**config.mk**
```make
export PLATFORM = sky130hd
export DESIGN_NAME = input_conditioner
export DESIGN_NICKNAME = d
export VERILOG_FILES = /design/src/rtl/input_conditioner.sv
export SDC_FILE = /design/constraint.sdc
export NUM_CORES = 1
export LEC_CHECK = 0
export CAP_MARGIN = 20
export CORE_MARGIN = 3
export CORE_UTILIZATION = 40
export CTS_BUF_LIST = sky130_fd_sc_hd__clkbuf_8
export CTS_CLUSTER_SIZE = 30
export DETAILED_ROUTE_END_ITERATION = 16
export SETUP_SLACK_MARGIN = 0.3
export SKIP_LAST_GASP = 1
export SLEW_MARGIN = 40
export SYNTH_ARGS = -nofsm -noshare
export SYNTH_HDL_FRONTEND = slang
export SYNTH_SLANG_ARGS = --single-unit
```
**constraint.sdc**
```tcl
create_clock -name clock -period 3.7 [get_ports clock]
set_input_delay 0.74 -clock clock [delete_from_list [all_inputs] [get_ports clock]]
set_output_delay 0.74 -clock clock [all_outputs]
set_load 0.005 [all_outputs]
```
**src/rtl/input_conditioner.sv**
```systemverilog
// ---------------------------------------------------------------------------
// input_conditioner
//
// Purpose:
//    Per-channel conditioning for raw asynchronous button and pad inputs.
//    Each channel is brought into the clock domain by a two-flop synchronizer.
//    A counter then debounces it. The result is a stable level plus registered
//    single-cycle rise and fall strobes. An optional auto-repeat generator
//    emits periodic strobes while a channel is held high.
//
// Configuration macro:
//    INPUT_COND_REPEAT_EN - when defined, the repeat FSM and hold counters
//                           are built. When undefined, repeat_pulse is tied
//                           to 0 and the REPEAT_* parameters are ignored.
//
// Parameters:
//    CHANNELS        - number of independent input channels
//    DEBOUNCE_CYCLES - consecutive stable cycles needed to accept a change (>= 1)
//    REPEAT_DELAY    - cycles from rise strobe to first repeat strobe (>= 1)
//    REPEAT_PERIOD   - cycles between later repeat strobes (>= 1)
//
// Ports:
//    clock        in   sole clock, rising edge
//    reset        in   synchronous active-low reset
//    raw_in       in   [CHANNELS] asynchronous raw inputs, active-high
//    level_out    out  [CHANNELS] debounced level
//    rise_pulse   out  [CHANNELS] one-cycle strobe on accepted 0->1
//    fall_pulse   out  [CHANNELS] one-cycle strobe on accepted 1->0
//    repeat_pulse out  [CHANNELS] one-cycle auto-repeat strobe while held
// ---------------------------------------------------------------------------
module input_conditioner #(
   parameter int CHANNELS        = 5,
   parameter int DEBOUNCE_CYCLES = 50000,
   parameter int REPEAT_DELAY    = 25000000,
   parameter int REPEAT_PERIOD   = 5000000
) (
   input  logic                clock,
   input  logic                reset,
   input  logic [CHANNELS-1:0] raw_in,
   output logic [CHANNELS-1:0] level_out,
   output logic [CHANNELS-1:0] rise_pulse,
   output logic [CHANNELS-1:0] fall_pulse,
   output logic [CHANNELS-1:0] repeat_pulse
);

   localparam int CW = $clog2(DEBOUNCE_CYCLES + 1);
   localparam logic [CW-1:0] CNT_LAST = CW'(DEBOUNCE_CYCLES - 1);

   logic [CHANNELS-1:0] sync1_q;
   logic [CHANNELS-1:0] sync2_q;
   logic [CHANNELS-1:0] level_q;
   logic [CHANNELS-1:0] level_d;
   logic [CHANNELS-1:0] rise_q;
   logic [CHANNELS-1:0] rise_d;
   logic [CHANNELS-1:0] fall_q;
   logic [CHANNELS-1:0] fall_d;
   logic [CW-1:0]       cnt_q [CHANNELS];
   logic [CW-1:0]       cnt_d [CHANNELS];

   // Debounce decision for every channel. The counter only advances while
   // the synchronized input disagrees with the accepted level. Any agreement
   // clears it, so a glitch throws away all progress. At the terminal count
   // the new level is taken and exactly one strobe fires. Rise or fall is
   // chosen by the direction of the change.
   always_comb begin
      level_d = level_q;
      rise_d  = '0;
      fall_d  = '0;
      for (int ch = 0; ch < CHANNELS; ch++) begin
         cnt_d[ch] = '0;
         if (sync2_q[ch] != level_q[ch]) begin
            if (cnt_q[ch] == CNT_LAST) begin
               level_d[ch] = sync2_q[ch];
               rise_d[ch]  = sync2_q[ch];
               fall_d[ch]  = ~sync2_q[ch];
            end else begin
               cnt_d[ch] = cnt_q[ch] + 1'b1;
            end
         end
      end
   end

   // Synchronizer, accepted level, counters and strobes. Reset is sampled on
   // the clock edge. It clears the synchronizer too, so an input held high
   // through reset is seen as a brand-new change afterwards.
   always_ff @(posedge clock) begin
      if (!reset) begin
         sync1_q <= '0;
         sync2_q <= '0;
         level_q <= '0;
         rise_q  <= '0;
         fall_q  <= '0;
         for (int ch = 0; ch < CHANNELS; ch++) begin
            cnt_q[ch] <= '0;
         end
      end else begin
         sync1_q <= raw_in;
         sync2_q <= sync1_q;
         level_q <= level_d;
         rise_q  <= rise_d;
         fall_q  <= fall_d;
         for (int ch = 0; ch < CHANNELS; ch++) begin
            cnt_q[ch] <= cnt_d[ch];
         end
      end
   end

   assign level_out  = level_q;
   assign rise_pulse = rise_q;
   assign fall_pulse = fall_q;

`ifdef INPUT_COND_REPEAT_EN

   typedef enum logic [1:0] {
      REP_IDLE,
      REP_DELAY,
      REP_REPEAT
   } repState_t;

   localparam int HOLD_MAX = (REPEAT_DELAY > REPEAT_PERIOD) ? REPEAT_DELAY : REPEAT_PERIOD;
   localparam int HW = $clog2(HOLD_MAX + 1);
   localparam logic [HW-1:0] DELAY_LAST  = HW'(REPEAT_DELAY - 1);
   localparam logic [HW-1:0] PERIOD_LAST = HW'(REPEAT_PERIOD - 1);

   repState_t           repState_q [CHANNELS];
   repState_t           repState_d [CHANNELS];
   logic [HW-1:0]       hcnt_q [CHANNELS];
   logic [HW-1:0]       hcnt_d [CHANNELS];
   logic [CHANNELS-1:0] repeat_q;
   logic [CHANNELS-1:0] repeat_d;

   // Repeat FSM next-state logic. The FSM reacts to the debounce decision
   // being made on this same edge (rise_d / level_d) and not to the
   // registered strobes. This lines the first repeat up exactly REPEAT_DELAY
   // cycles after the rise strobe. The hold checks level_d, so a fall that is
   // accepted on a repeat slot still suppresses that repeat strobe.
   always_comb begin
      repeat_d = '0;
      for (int ch = 0; ch < CHANNELS; ch++) begin
         repState_d[ch] = repState_q[ch];
         hcnt_d[ch]     = hcnt_q[ch];
         case (repState_q[ch])
            REP_IDLE: begin
               hcnt_d[ch] = '0;
               if (rise_d[ch]) begin
                  repState_d[ch] = REP_DELAY;
               end
            end
            REP_DELAY: begin
               if (!level_d[ch]) begin
                  repState_d[ch] = REP_IDLE;
                  hcnt_d[ch]     = '0;
               end else if (hcnt_q[ch] == DELAY_LAST) begin
                  repeat_d[ch]   = 1'b1;
                  hcnt_d[ch]     = '0;
                  repState_d[ch] = REP_REPEAT;
               end else begin
                  hcnt_d[ch] = hcnt_q[ch] + 1'b1;
               end
            end
            REP_REPEAT: begin
               if (!level_d[ch]) begin
                  repState_d[ch] = REP_IDLE;
                  hcnt_d[ch]     = '0;
               end else if (hcnt_q[ch] == PERIOD_LAST) begin
                  repeat_d[ch] = 1'b1;
                  hcnt_d[ch]   = '0;
               end else begin
                  hcnt_d[ch] = hcnt_q[ch] + 1'b1;
               end
            end
            default: begin
               repState_d[ch] = REP_IDLE;
               hcnt_d[ch]     = '0;
            end
         endcase
      end
   end

   // Repeat state, hold counters and the registered repeat strobe.
   always_ff @(posedge clock) begin
      if (!reset) begin
         repeat_q <= '0;
         for (int ch = 0; ch < CHANNELS; ch++) begin
            repState_q[ch] <= REP_IDLE;
            hcnt_q[ch]     <= '0;
         end
      end else begin
         repeat_q <= repeat_d;
         for (int ch = 0; ch < CHANNELS; ch++) begin
            repState_q[ch] <= repState_d[ch];
            hcnt_q[ch]     <= hcnt_d[ch];
         end
      end
   end

   assign repeat_pulse = repeat_q;

`else

   assign repeat_pulse = '0;

`endif

endmodule
```
==> flow_metrics.tcl, run 1 <==
set metrics [dict create \
    cp_num_buf_inv 1 \
    routed_wl_um 7611 \
    cp.arrival_ns 1.39 \
    post-cts-setup-buffer-count 0 \
    antenna_found_initial 0 \
    avgSynthCellArea_um2 9.112 \
    cp_slowest_cell "clkdlybuf4s50_1" \
    placed_cell_area_um2 4701 \
    period_share_pct 57.52 \
    worstHoldStart "sync1_q[2]" \
    gp_congestion 0.7985 \
    die_x_um 111.1 \
    max_clock_freq_ghz 0.4699 \
    grt_pass1_vias 2930 \
    intPower_mw 1.529 \
    cts.sinks 105 \
    grt_pass1_wl_um 13390 \
    io_pins 27 \
    period_minus_slack_ns 2.128 \
    slew_headroom_pct 63.50 \
    yosysSeqAreaShare_pct 47.57 \
    drive_gt1_share_pct 4.912 \
    slew_viol_final 0 \
    irDropWorstVdd_v 0.0003548 \
    htreeDepth 3 \
    power_switching_mw 0.3988 \
    drtIter0Drc 115 \
    r2r_end "cnt_q[0][56]" \
    cts_resized 0 \
    cts_hold_buf 0 \
    setup_viol 0 \
    ys.warnings.count 0 \
    clk_latency_ns 0.37 \
    ys_ff_latch 105 \
    nets 517 \
    areaGrowthSynthToFinish_pct 11.16 \
    fin_tns_setup_ns 0 \
    path_clk_slew_ns 0.09 \
    crit_type "reg2out" \
    die_h_um 111.1 \
    pwr-share-seq_pct 59.2 \
    floorplan.initialDensity_pct 41.87 \
    drv_cap 0 \
    syn_area_um2 4419 \
    row_count 37 \
    dp_hpwl_um 5344 \
    critPathRequiredTime_ns 2.96 \
    rsz0062_at_grt "no" \
    swShare_pct 20.69 \
    worst_hold_path.endpoint "sync2_q[2]" \
    cpPeakStageDelay_ns 0.55 \
    root_buffer "clkbuf_8" \
    setup.worst_path.end_class "primary output" \
    drtPass1Iterations 4 \
    synthArstFlopShare_pct 0 \
    cts_buffers 9 \
    synth-edff-count 0 \
    wire_per_inst_um 11.80 \
    syn_inst 485 \
    r2r-start "cnt_q[0][61]" \
    cp_num_cells 1 \
    start_kind "register" \
    dp_cells 630 \
    clockBufferDepth 2 \
    p_leak_nw 1.438 \
    p_per_area_nw_per_um2 392.5 \
    status "finished clean" \
    drcViolationCount 0 \
    combPwrFrac_pct 1.4 \
    reg2reg_depth 4 \
    crit_family "buffers and inverters" \
    worstHoldPathType "reg2reg" \
    r2r_slack_ns 1.67 \
    power_frac_clock_pct 39.5 \
    ys.flop_type "dfxtp_1" \
    hold_depth 1 \
    path_max_fanout 5 \
    grt_usage_pct 12.90 \
    globalRouteOverflowTotal 0 \
    final_hold_viol_count 0 \
    post-route-util_pct 46.54 \
    n_antenna_cell 0 \
    antenna_left 0 \
    routed-via-count 3227 \
    io_buffers 21 \
    cts_tree "done" \
    fin_cells 645 \
    core_um2 10560 \
    crit_chain "clkdlybuf4s50_1" \
    die_area_um2 12350 \
    synthDistinctLibCells 38 \
    fin_worst_skew_ns 0.01218 \
    worst_pin_slew_ns 0.5460 \
    grt_max_degree 28 \
    post_drt_via_cell_ratio 5.003 \
    stdcell_area_um2 4912 \
]
## layout by cell type, fill, tap and decap left out, types with 2 or more instances in the layout
cell,n
nand2_1,25
mux2i_1,5
or4_1,6
nand4bb_1,2
o31ai_1,2
nor4_1,19
nor2b_1,5
clkbuf_8,9
or4bb_1,2
nand4b_1,5
and2_1,11
or2_1,2
nor2_1,94
nand4_1,18
xor2_1,15
nor3b_1,8
nor3_1,19
and3_1,2
clkdlybuf4s50_1,20
a21oi_1,3
ha_1,5
xnor2_1,57
nor4_2,3
nand3_1,26
bufinv_16,2
nor4bb_1,2
inv_1,19
dfxtp_1,105
conb_1,5
## metal layers
layer	vias to the layer above	share of wire (%)	global-route usage (%)
li1	1668	-	-
met1	1491	49	17.12
met2	56	45	20.27
met3	12	4.1	3.766
met4	0	1.5	4.136
met5	-	0	0
## cell usage after synthesis (2+ instances only)
| cell | number | share of area, % |
|---|---|---|
| nand3_1 | 26 | 2.9 |
| nand2_1 | 25 | 2.1 |
| inv_1 | 19 | 1.6 |
| and2_1 | 11 | 1.6 |
| dfxtp_1 | 105 | 48 |
| xnor2_1 | 57 | 11 |
| mux2i_1 | 5 | 1.1 |
| nand4b_1 | 5 | 0.99 |
| clkbuf_1 | 5 | 0.42 |
| buf_6 | 4 | 1.0 |
| nor4_2 | 3 | 0.85 |
| nor4bb_1 | 2 | 0.45 |
| a21oi_1 | 3 | 0.34 |
| nand4_1 | 18 | 2.5 |
| or4bb_1 | 2 | 0.51 |
| or4_1 | 6 | 1.0 |
| xor2_1 | 15 | 3.0 |
| and3_1 | 2 | 0.28 |
| nor3b_1 | 8 | 1.4 |
| nor3_1 | 19 | 2.2 |
| buf_4 | 6 | 1.0 |
| ha_1 | 5 | 1.4 |
| or2_1 | 2 | 0.28 |
| nor2b_1 | 5 | 0.71 |
| nor2_1 | 94 | 8.0 |
| nand4bb_1 | 2 | 0.51 |
| o31ai_1 | 2 | 0.34 |
| nor4_1 | 19 | 2.7 |
## sequential cells by signal, summed over array words and instances (netlist names)
signal      cells
cnt_q          80
fall_pulse      5
level_out       5
rise_pulse      5
sync1_q         5
sync2_q         5
## worst max-delay path by stage
stage,from,end
after global placement,reset,cnt_q[0][79]
after global routing,cnt_q[0][48],cnt_q[0][55]
after floorplan,cnt_q[0][36],cnt_q[0][36]
after detailed placement,reset,cnt_q[0][77]
after CTS,reset,cnt_q[0][74]
final,level_out[3],level_out[3]
## cell type report
class	instances	area [um2]
clock buffers	9	123.9
flip-flops and latches	105	2102
multi-input cells	349	2147
repair buffers	21	205.2
inverters	19	71.32
well taps	136	170.2
clock inverters	6	92.59
fillers	1020	5643
## power by group through the flow
stage / Clock (mW) / Combinational [mW] / Sequential (mW)
after floorplan: 0 / 0.0245 / 1.17
after global placement: 0 / 0.0268 / 1.17
after detailed placement: 0 / 0.0275 / 1.17
after CTS: 0.793 / 0.0276 / 1.14
after global routing: 0.835 / 0.0301 / 1.14
final: 0.761 / 0.0264 / 1.14
## cells by family (layout without fill, tap and decap cells)
family          after synthesis  count (layout)  synth area share [%]
other cells                   1               5               0.08486
xor+xnor                     72              72                 14.27
flops                       105             105                 47.57
fa+ha+maj                     5               5                 1.416
compound gates                6               6                0.8775
simple gates                256             256                 30.46
mux                           5               5                 1.133
buf+inv                      35              55                 4.190
## per-stage QoR
stage          setup slack (ns)  hold WS, ns  total power [mW]
2_1_floorplan             1.966       0.4119             1.190
3_3_place_gp              1.035       0.4169             1.194
3_5_place_dp             0.9382       0.4184             1.195
4_1_cts                   1.336       0.4450             1.962
5_1_grt                   1.472       0.4643             2.007
6_report                  1.572       0.4411             1.928
Note: power is estimated with default switching activity, not from simulation.
==> inputs of run 2 (changes only) <==
==> constraint.sdc (replaced) <==
create_clock -name clock -period 2 [get_ports clock]
set_input_delay 0.4 -clock clock [delete_from_list [all_inputs] [get_ports clock]]
set_output_delay 0.4 -clock clock [all_outputs]
set_load 0.005 [all_outputs]
==> run 2 against run 1 <==
Net effect: critical path depth is 4 higher; non-clock buffer count is 24 higher; core utilization is 4.0 points higher; combinational power grew to 2.7 times the previous value; die area stayed put; clock skew is 0.0011 ns lower; cell count is 4.2% higher; sequential power is 84% higher; hold slack hardly changed; register-to-register slack worse by 1.4 ns.
==> flow_metrics.tcl, run 2 (same netlist as run 1, synthesis figures left out) <==
set metrics [dict create \
    status "finished clean" \
    path_clk_slew_ns 0.10 \
    n_antenna_cell 0 \
    wire_per_inst_um 12.21 \
    routed_wl_um 8208 \
    worstHoldStart "cnt_q[0][0]" \
    cts_buffers 9 \
    intPower_mw 2.883 \
    gp_congestion 0.7759 \
    io_buffers 21 \
    critPathRequiredTime_ns 2.26 \
    regArea_um2 2136 \
    die_h_um 111.1 \
    r2r-start "cnt_q[0][59]" \
    root_buffer "clkbuf_8" \
    fin_cells 672 \
    worstHoldPathType "reg2reg" \
    swShare_pct 21.33 \
    dp_hpwl_um 5389 \
    post-route-util_pct 50.58 \
    grt_pass1_wl_um 14170 \
    antenna_left 0 \
    r2r_end "level_out[3]" \
    multi_input_area_um2 2322 \
    setup.worst_path.end_class "register" \
    nets 543 \
    die_x_um 111.1 \
    grt_pass1_vias 3087 \
    worst_hold_path.endpoint "cnt_q[0][0]" \
    cp.arrival_ns 1.97 \
    start_kind "register" \
    core_um2 10560 \
    pwr-share-seq_pct 57.4 \
    power_switching_mw 0.7817 \
    final_cell_mix "dfxtp_1 (88), nor2_1 (86), xnor2_1 (57)" \
    fin_worst_skew_ns 0.01105 \
    rsz0062_at_grt "yes" \
    io_pins 27 \
    period_minus_slack_ns 1.713 \
    clk_latency_ns 0.37 \
    setup_viol 0 \
    die_area_um2 12350 \
    grt_usage_pct 13.50 \
    p_per_area_nw_per_um2 686.5 \
    path_max_fanout 3 \
    combPwrFrac_pct 2.0 \
    dp_cells 642 \
    post_drt_via_cell_ratio 4.967 \
    r2r_slack_ns 0.29 \
    floorplan.initialDensity_pct 41.87 \
    top_register "cnt_q" \
    final_common_cell "dfxtp_1" \
    htreeDepth 3 \
    power_frac_clock_pct 40.6 \
    irDropWorstVdd_v 0.0005153 \
    slew_viol_final 0 \
    period_share_pct 85.65 \
    cts.sinks 105 \
    crit_type "reg2reg" \
    final_hold_viol_count 0 \
    cts_tree "done" \
    largest_reg_flops 80 \
    reg2reg_depth 5 \
    routed-via-count 3338 \
    globalRouteOverflowTotal 0 \
    drtPass1Iterations 4 \
    p_leak_nw 1.648 \
    hold_depth 1 \
    areaGrowthSynthToFinish_pct 20.81 \
    drive_gt1_share_pct 17.35 \
    drtIter0Drc 82 \
    placed_cell_area_um2 4830 \
    final.fill_count 1006 \
    stdcell_area_um2 5339 \
    fin_tns_setup_ns 0 \
    max_clock_freq_ghz 0.5838 \
    timing.hold.ws_ns 0.4407 \
    drv_cap 0 \
    grt_max_degree 19 \
    drcViolationCount 0 \
    clockBufferDepth 2 \
    antenna_found_initial 0 \
    cp-startpoint "cnt_q[0][59]" \
    row_count 37 \
]
[run 2: power by group through the flow]
stage | clock (mW) | sequential, mW | combinational (mW)
floorplan | 0 | 2.16 | 0.0472
global placement | 0 | 2.16 | 0.0609
detailed placement | 0 | 2.16 | 0.0617
CTS | 1.55 | 2.11 | 0.0658
global route | 1.61 | 2.11 | 0.0809
finish | 1.49 | 2.10 | 0.0721
[run 2: metrics by stage]
step                power, mW  setup WS, ns
floorplan               2.204        0.3063
global placement        2.220        0.2452
detailed placement      2.221        0.2170
CTS                     3.726        0.3000
global route            3.799        0.2318
finish                  3.665        0.2870
[run 2: worst max path at each step]
| stage | to | slack [ns] | depth (start not counted) |
|---|---|---|---|
| final | level_out[3] | 0.29 | 5 |
| after detailed placement | cnt_q[0][8] | 0.22 | 5 |
| after global placement | cnt_q[0][11] | 0.25 | 5 |
| after floorplan | cnt_q[0][59] | 0.31 | 6 |
| after global routing | cnt_q[0][26] | 0.23 | 5 |
| after CTS | cnt_q[0][3] | 0.30 | 5 |
[run 2: repair_timing]
action / in CTS / in global routing
buffers inserted: 1 / 9
pin swaps: 3 / 23
resized for setup: 13 / 48
cloned: 2 / 2
setup endpoints to repair: 69 / 74
endpoints found under the hold margin: 0 / 0
hold buffers: 0 / 0
[run 2: cell type report]
cell class	instances	area share [%]
clock buffer	10	2.578
multi-input combinational	351	43.50
timing repair buffer	45	7.617
sequential	105	40.00
clock inverter	6	1.781
inverter	19	1.336
tap	136	3.187
[run 2: worst max-delay path: stages (launching register included)]
cell and delay, ns:
dfxtp_2 0.34, or4_4 0.54, nor4_4 0.31, buf_4 0.18, mux2i_1 0.18, nor2b_1 0.05
[run 2: per-layer routing]
layer	wire (um)	global-route usage, %	share of wire, %	vias up
met4	116	4.947	1.4	0
li1	-	-	-	1734
met2	3772	20.71	46	51
met1	4035	18.16	49	1546
met5	0	0	0	-
met3	283	3.821	3.4	7
